--- src/rtl/tree_pkg.sv ---
// Shared constants for the tree loader: packed node field positions, bus widths
// and the loader FSM state encoding.
package tree_pkg;

  localparam int unsigned W_ADDR    = 10;
  localparam int unsigned NODE_SIZE = 32;
  localparam int unsigned W_DATA    = 12;
  localparam int unsigned W_CONF    = 10;

  localparam int unsigned PARENT_HI = 31;
  localparam int unsigned PARENT_LO = 22;
  localparam int unsigned ACTION_HI = 21;
  localparam int unsigned ACTION_LO = 19;
  localparam int unsigned REWARD_HI = 18;
  localparam int unsigned REWARD_LO = 7;
  localparam int unsigned WEIGHT_HI = 6;
  localparam int unsigned WEIGHT_LO = 0;

  localparam logic [2:0] StIdle  = 3'd0;
  localparam logic [2:0] StConf  = 3'd1;
  localparam logic [2:0] StFetch = 3'd2;
  localparam logic [2:0] StPar   = 3'd3;
  localparam logic [2:0] StAct   = 3'd4;
  localparam logic [2:0] StRew   = 3'd5;
  localparam logic [2:0] StWgt   = 3'd6;
  localparam logic [2:0] StDone  = 3'd7;

endpackage

--- src/rtl/tree_node_unpack.sv ---
// Combinational split of a packed node word into four W_DATA-wide fields.
// Reward is passed through raw (12-bit two's complement); the rest zero-extend.
module tree_node_unpack
  import tree_pkg::*;
(
  input  logic [NODE_SIZE-1:0] word_i,
  output logic [W_DATA-1:0]    parent_o,
  output logic [W_DATA-1:0]    action_o,
  output logic [W_DATA-1:0]    reward_o,
  output logic [W_DATA-1:0]    weight_o
);

  assign parent_o = W_DATA'(word_i[PARENT_HI:PARENT_LO]);
  assign action_o = W_DATA'(word_i[ACTION_HI:ACTION_LO]);
  assign reward_o = W_DATA'(word_i[REWARD_HI:REWARD_LO]);
  assign weight_o = W_DATA'(word_i[WEIGHT_HI:WEIGHT_LO]);

endmodule

--- src/rtl/tree_loader.sv ---
// Host-side writer for treeval: takes a load command plus a stream of packed node
// words and emits conf_nodes followed by four one-hot field strobes per node.
module tree_loader
  import tree_pkg::*;
(
  input  logic                 clk,
  input  logic                 rst,
  input  logic                 cmd_valid,
  input  logic [W_CONF-1:0]    cmd_count,
  output logic                 busy,
  output logic                 cmd_err,
  input  logic                 in_valid,
  input  logic [NODE_SIZE-1:0] in_data,
  output logic                 in_ready,
  output logic                 conf_nodes,
  output logic [W_CONF-1:0]    conf_data,
  output logic                 mem_par,
  output logic                 mem_act,
  output logic                 mem_rew,
  output logic                 mem_weight,
  output logic [W_ADDR-1:0]    mem_addr,
  output logic [W_DATA-1:0]    mem_data,
  output logic                 done
);

  logic [2:0]           state_q, state_d;
  logic [W_CONF-1:0]    count_q, count_d;
  logic [W_ADDR-1:0]    addr_ctr_q, addr_ctr_d;
  logic [NODE_SIZE-1:0] word_q, word_d;

  logic                 busy_q, busy_d;
  logic                 cmd_err_q, cmd_err_d;
  logic                 in_ready_q, in_ready_d;
  logic                 conf_nodes_q, conf_nodes_d;
  logic [W_CONF-1:0]    conf_data_q, conf_data_d;
  logic                 mem_par_q, mem_par_d;
  logic                 mem_act_q, mem_act_d;
  logic                 mem_rew_q, mem_rew_d;
  logic                 mem_weight_q, mem_weight_d;
  logic [W_ADDR-1:0]    mem_addr_q, mem_addr_d;
  logic [W_DATA-1:0]    mem_data_q, mem_data_d;
  logic                 done_q, done_d;

  logic                 hs;
  logic                 last_node;
  logic [W_DATA-1:0]    f_parent, f_action, f_reward, f_weight;

  // in_ready_q is only ever high in FETCH and non-last WGT, so hs is scoped to them.
  assign hs        = in_valid & in_ready_q;
  assign word_d    = hs ? in_data : word_q;
  assign last_node = (addr_ctr_q == W_ADDR'(count_q - W_CONF'(1)));

  tree_node_unpack u_unpack (
    .word_i   (word_d),
    .parent_o (f_parent),
    .action_o (f_action),
    .reward_o (f_reward),
    .weight_o (f_weight)
  );

  always_comb begin
    state_d      = state_q;
    count_d      = count_q;
    addr_ctr_d   = addr_ctr_q;
    busy_d       = busy_q;
    cmd_err_d    = 1'b0;
    in_ready_d   = 1'b0;
    conf_nodes_d = 1'b0;
    conf_data_d  = conf_data_q;
    mem_par_d    = 1'b0;
    mem_act_d    = 1'b0;
    mem_rew_d    = 1'b0;
    mem_weight_d = 1'b0;
    mem_addr_d   = mem_addr_q;
    mem_data_d   = mem_data_q;
    done_d       = 1'b0;

    case (state_q)
      StIdle: begin
        if (cmd_valid) begin
          if (cmd_count != '0) begin
            count_d      = cmd_count;
            addr_ctr_d   = '0;
            busy_d       = 1'b1;
            conf_nodes_d = 1'b1;
            conf_data_d  = cmd_count;
            state_d      = StConf;
          end else begin
            cmd_err_d = 1'b1;
          end
        end
      end
      StConf: begin
        in_ready_d = 1'b1;
        state_d    = StFetch;
      end
      StFetch: begin
        if (hs) begin
          mem_par_d  = 1'b1;
          mem_addr_d = addr_ctr_q;
          mem_data_d = f_parent;
          state_d    = StPar;
        end else begin
          in_ready_d = 1'b1;
        end
      end
      StPar: begin
        mem_act_d  = 1'b1;
        mem_data_d = f_action;
        state_d    = StAct;
      end
      StAct: begin
        mem_rew_d  = 1'b1;
        mem_data_d = f_reward;
        state_d    = StRew;
      end
      StRew: begin
        mem_weight_d = 1'b1;
        mem_data_d   = f_weight;
        in_ready_d   = ~last_node;
        state_d      = StWgt;
      end
      StWgt: begin
        if (last_node) begin
          done_d  = 1'b1;
          state_d = StDone;
        end else begin
          addr_ctr_d = addr_ctr_q + W_ADDR'(1);
          if (hs) begin
            // Back-to-back node: skip FETCH to sustain four cycles per node.
            mem_par_d  = 1'b1;
            mem_addr_d = addr_ctr_d;
            mem_data_d = f_parent;
            state_d    = StPar;
          end else begin
            in_ready_d = 1'b1;
            state_d    = StFetch;
          end
        end
      end
      StDone: begin
        busy_d  = 1'b0;
        state_d = StIdle;
      end
      default: begin
        busy_d  = 1'b0;
        state_d = StIdle;
      end
    endcase
  end

  always_ff @(posedge clk) begin
    if (rst) begin
      state_q      <= StIdle;
      count_q      <= '0;
      addr_ctr_q   <= '0;
      word_q       <= '0;
      busy_q       <= 1'b0;
      cmd_err_q    <= 1'b0;
      in_ready_q   <= 1'b0;
      conf_nodes_q <= 1'b0;
      conf_data_q  <= '0;
      mem_par_q    <= 1'b0;
      mem_act_q    <= 1'b0;
      mem_rew_q    <= 1'b0;
      mem_weight_q <= 1'b0;
      mem_addr_q   <= '0;
      mem_data_q   <= '0;
      done_q       <= 1'b0;
    end else begin
      state_q      <= state_d;
      count_q      <= count_d;
      addr_ctr_q   <= addr_ctr_d;
      word_q       <= word_d;
      busy_q       <= busy_d;
      cmd_err_q    <= cmd_err_d;
      in_ready_q   <= in_ready_d;
      conf_nodes_q <= conf_nodes_d;
      conf_data_q  <= conf_data_d;
      mem_par_q    <= mem_par_d;
      mem_act_q    <= mem_act_d;
      mem_rew_q    <= mem_rew_d;
      mem_weight_q <= mem_weight_d;
      mem_addr_q   <= mem_addr_d;
      mem_data_q   <= mem_data_d;
      done_q       <= done_d;
    end
  end

  assign busy       = busy_q;
  assign cmd_err    = cmd_err_q;
  assign in_ready   = in_ready_q;
  assign conf_nodes = conf_nodes_q;
  assign conf_data  = conf_data_q;
  assign mem_par    = mem_par_q;
  assign mem_act    = mem_act_q;
  assign mem_rew    = mem_rew_q;
  assign mem_weight = mem_weight_q;
  assign mem_addr   = mem_addr_q;
  assign mem_data   = mem_data_q;
  assign done       = done_q;

endmodule
--- config.mk ---
export PLATFORM = sky130hd
export DESIGN_NAME = tree_loader
export DESIGN_NICKNAME = d
export VERILOG_FILES = /design/src/rtl/tree_pkg.sv /design/src/rtl/tree_node_unpack.sv /design/src/rtl/tree_loader.sv
export SDC_FILE = /design/constraint.sdc
export NUM_CORES = 1
export LEC_CHECK = 0
export ABC_AREA = 1
export BUFFER_PORTS_ARGS = -buffer_cell sky130_fd_sc_hd__buf_2
export CORE_UTILIZATION = 30
export DETAILED_ROUTE_END_ITERATION = 10
export HOLD_SLACK_MARGIN = 0.05
export PLACE_DENSITY = 0.45
export SYNTH_ARGS = -nofsm -noshare
export SYNTH_HDL_FRONTEND = slang
export SYNTH_HIERARCHICAL = 1
export SYNTH_SLANG_ARGS = --single-unit
export TNS_END_PERCENT = 20
--- constraint.sdc ---
create_clock -name clk -period 2.5 [get_ports clk]
set_clock_uncertainty 0.05 [all_clocks]
set_input_delay 0.125 -clock clk [delete_from_list [all_inputs] [get_ports clk]]
set_output_delay 0.125 -clock clk [all_outputs]
set_load 0.05 [all_outputs]
==> run metrics <==
run status completed; area grow syn2layout 19.43%; max cap viols 0; Cells after Synth 679; # clock sinks 86; Final Slew Violations 0; number of DRC markers in iteration 0 183; WL per Instance 13.67 um; relative slew slack 41.27%; post-synthesis sequential area ratio between 30% and 40%; initial antenna violation count 0; Synth area leaders dfxtp_1 36%, nor2_1 8.6%, nand2_1 8.4%; drc violations 0; type of origin of the critical path flop; H-tree lvl count 3; top cell type's share of synthesized area 36.22%; Final setup viols 0; power density cells 765.5 nW/um2; part of the cycle the worst path needs between 80% and 90%; crit-path max FO 6; Pre-Repair DR Iteration Count 4; Req. time, crit path between 2 and 3 ns; Port Buffers 86; number of library cell types mapped by synthesis 30; grt total ovfl 0; clk_lat worst skew 0.35 ns; RSZ-0062 raised after global routing no; FMAX between 0.4 and 0.5 GHz; first-pass GRT wire length approximately 21,000 um; Antenna diodes 0; core footprint 15,310 um2; share of cells above drive strength 1 23.39%; yosys warns 6; R2R cell count 16; Hold Crit Depth 3; vias in the first global route 4,272; area leader, netlist dfxtp_1; Die Width 127.9 um; io pins 87; crit path DAT around 2.4 ns; Final min period between 2 and 2.5 ns; Nets 805; vias per cell 4.491; Final Hold Viols 0; dpl cell area 5021 um2; Die Y 127.9 um; Netlist Area Pre-Place roughly 4800 um2; worst-margin pin slew between 0.8 and 0.9 ns; DIE AREA approximately 16,000 um2; Seq cells post-synth 86; CTS max path bufs 2; gpl congestion 0.8529; routed vias 4,365; Antenna Nets Post-Route 0; Total Wirelength 13,290 um; DP HPWL just over 9000 um; Initial Util ~31%; Post-Layout Inst Area 5677 um2; syn avg cell area 7.000 um2; Root Buffer clkbuf_16; VDD IR max 347.2 uV; # rows 45; Setup CP Type reg2reg; cts bufs inserted 9; endpoint class of the critical path flop; Setup TNS 0 ns; pin count of the biggest net entering global routing 47; CTS tree done; Leak 0.002892 uW; hold crit path type in2reg; GR Util All Layers 16.94%; clk slew on worst S/H paths 0.06 ns
[synthesized netlist by cell type, drive strengths merged]
cell type / number
nor2: 118
a21oi: 35
a221oi: 12
or2: 32
nor3: 2
dfxtp: 86
nor4: 3
clkbuf: 24
nand2: 110
ha: 3
conb: 1
a31oi: 1
inv: 71
o21ai: 70
buf: 56
nand4: 6
xnor2: 3
nand3: 46
[flip-flops by register name, indices dropped and copies added, names as in the netlist, 3 cells and up]
| name | count |
|---|---|
| conf_data | 10 |
| mem_data | 12 |
| word_q | 32 |
| mem_addr | 10 |
| addr_ctr_q | 10 |
| state_q | 3 |
[what timing repair did]
action,CTS,global route
endpoints found under the hold margin,30,0
resized for setup,0,3
endpoints found under the setup margin,0,9
buffers inserted,0,3
hold buffers,30,0
[worst paths after layout]
path	from	end	slack, ns
setup / recovery	conf_data[0]$_SDFFE_PP0P_	mem_addr[9]$_SDFFE_PP0P_	0.28
hold / removal	cmd_count[0]	conf_data[0]$_SDFFE_PP0P_	0.05
setup reg to reg	conf_data[0]$_SDFFE_PP0P_	mem_addr[9]$_SDFFE_PP0P_	0.28
hold reg to reg	mem_addr[3]$_SDFFE_PP0P_	mem_addr[3]$_SDFFE_PP0P_	0.42
[final cells by class]
type | instances | area, um2
well taps | 211 | 264.0
flip-flops and latches | 86 | 1722
clock inverters | 3 | 68.82
inverters | 71 | 266.5
clock buffers | 13 | 240.2
repair buffers | 130 | 848.3
fillers | 1705 | 9638
multi-input cells | 458 | 2267
[per-layer routing]
metal | track usage, % | vias up | routed length (um)
li1 | - | 2259 | -
met1 | 19.18 | 1997 | 5921
met2 | 31.01 | 94 | 6606
met3 | 3.339 | 15 | 452
met4 | 6.782 | 0 | 307
met5 | 0 | - | 0
[layout by cell type, fill, tap and decap left out, types with 3 or more instances in the layout]
master and count:
inv_2 5, clkbuf_1 4, nor4_1 3, nand3_1 33, nand3_2 12, o21ai_1 3, clkbuf_16 9, nor2_1 109
nand2_2 3, conb_1 16, or2_2 32, a221oi_1 12, nand4_1 5, buf_2 86, a21oi_1 34, buf_4 13
nor2_2 7, o21ai_0 66, dlygate4sd3_1 30, dfxtp_1 86, ha_1 3, xnor2_1 3, nand2_1 107, inv_1 66
[logic make-up (layout without fill, tap and decap cells)]
logic type	Yosys count	in the layout	synth area share, %
AOI/OAI and AO/OA	118	118	13.71
other	1	16	0.07889
buffers and inverters	151	217	17.77
xor gates and xnor gates	3	3	0.5529
DFF	86	86	36.22
and+or+nand+nor	317	318	30.88
adders and majority gates	3	3	0.7898
[metrics by stage]
step           worst slack (ns)  total power, uW  hold WS [ns]  cells  util (%)
2_1_floorplan           0.09851             2735        0.2175    694         -
3_5_place_dp             0.1635             2912        0.3462    922     32.79
5_1_grt                 0.02923             4607       0.05919    972     37.07
4_1_cts                  0.1555             4388       0.05049    968     36.76
3_3_place_gp             0.1518             2897        0.3441    922     32.79
6_report                 0.2816             4346       0.04830    972     37.07
[worst max-delay path, cell delays in order (launching register included)]
cell,delay [ns]
dfxtp_1,0.34
inv_1,0.17
ha_1,0.30
inv_1,0.06
nand2_1,0.07
nand2_1,0.06
nand2_1,0.05
nand2_1,0.05
nor2_1,0.08
nand3_1,0.13
nor2_4,0.20
nand3_4,0.13
nand2_4,0.14
buf_4,0.14
nand2_1,0.05
nand2_1,0.05
nor2_1,0.04
[power breakdown]
group / internal [uW] / switching (uW) / total, uW
combinational: 444 / 842 / 1290
sequential: 1510 / 116 / 1630
clock: 879 / 550 / 1430
total: 2840 / 1510 / 4350
Power figures use the tool's default switching activity.
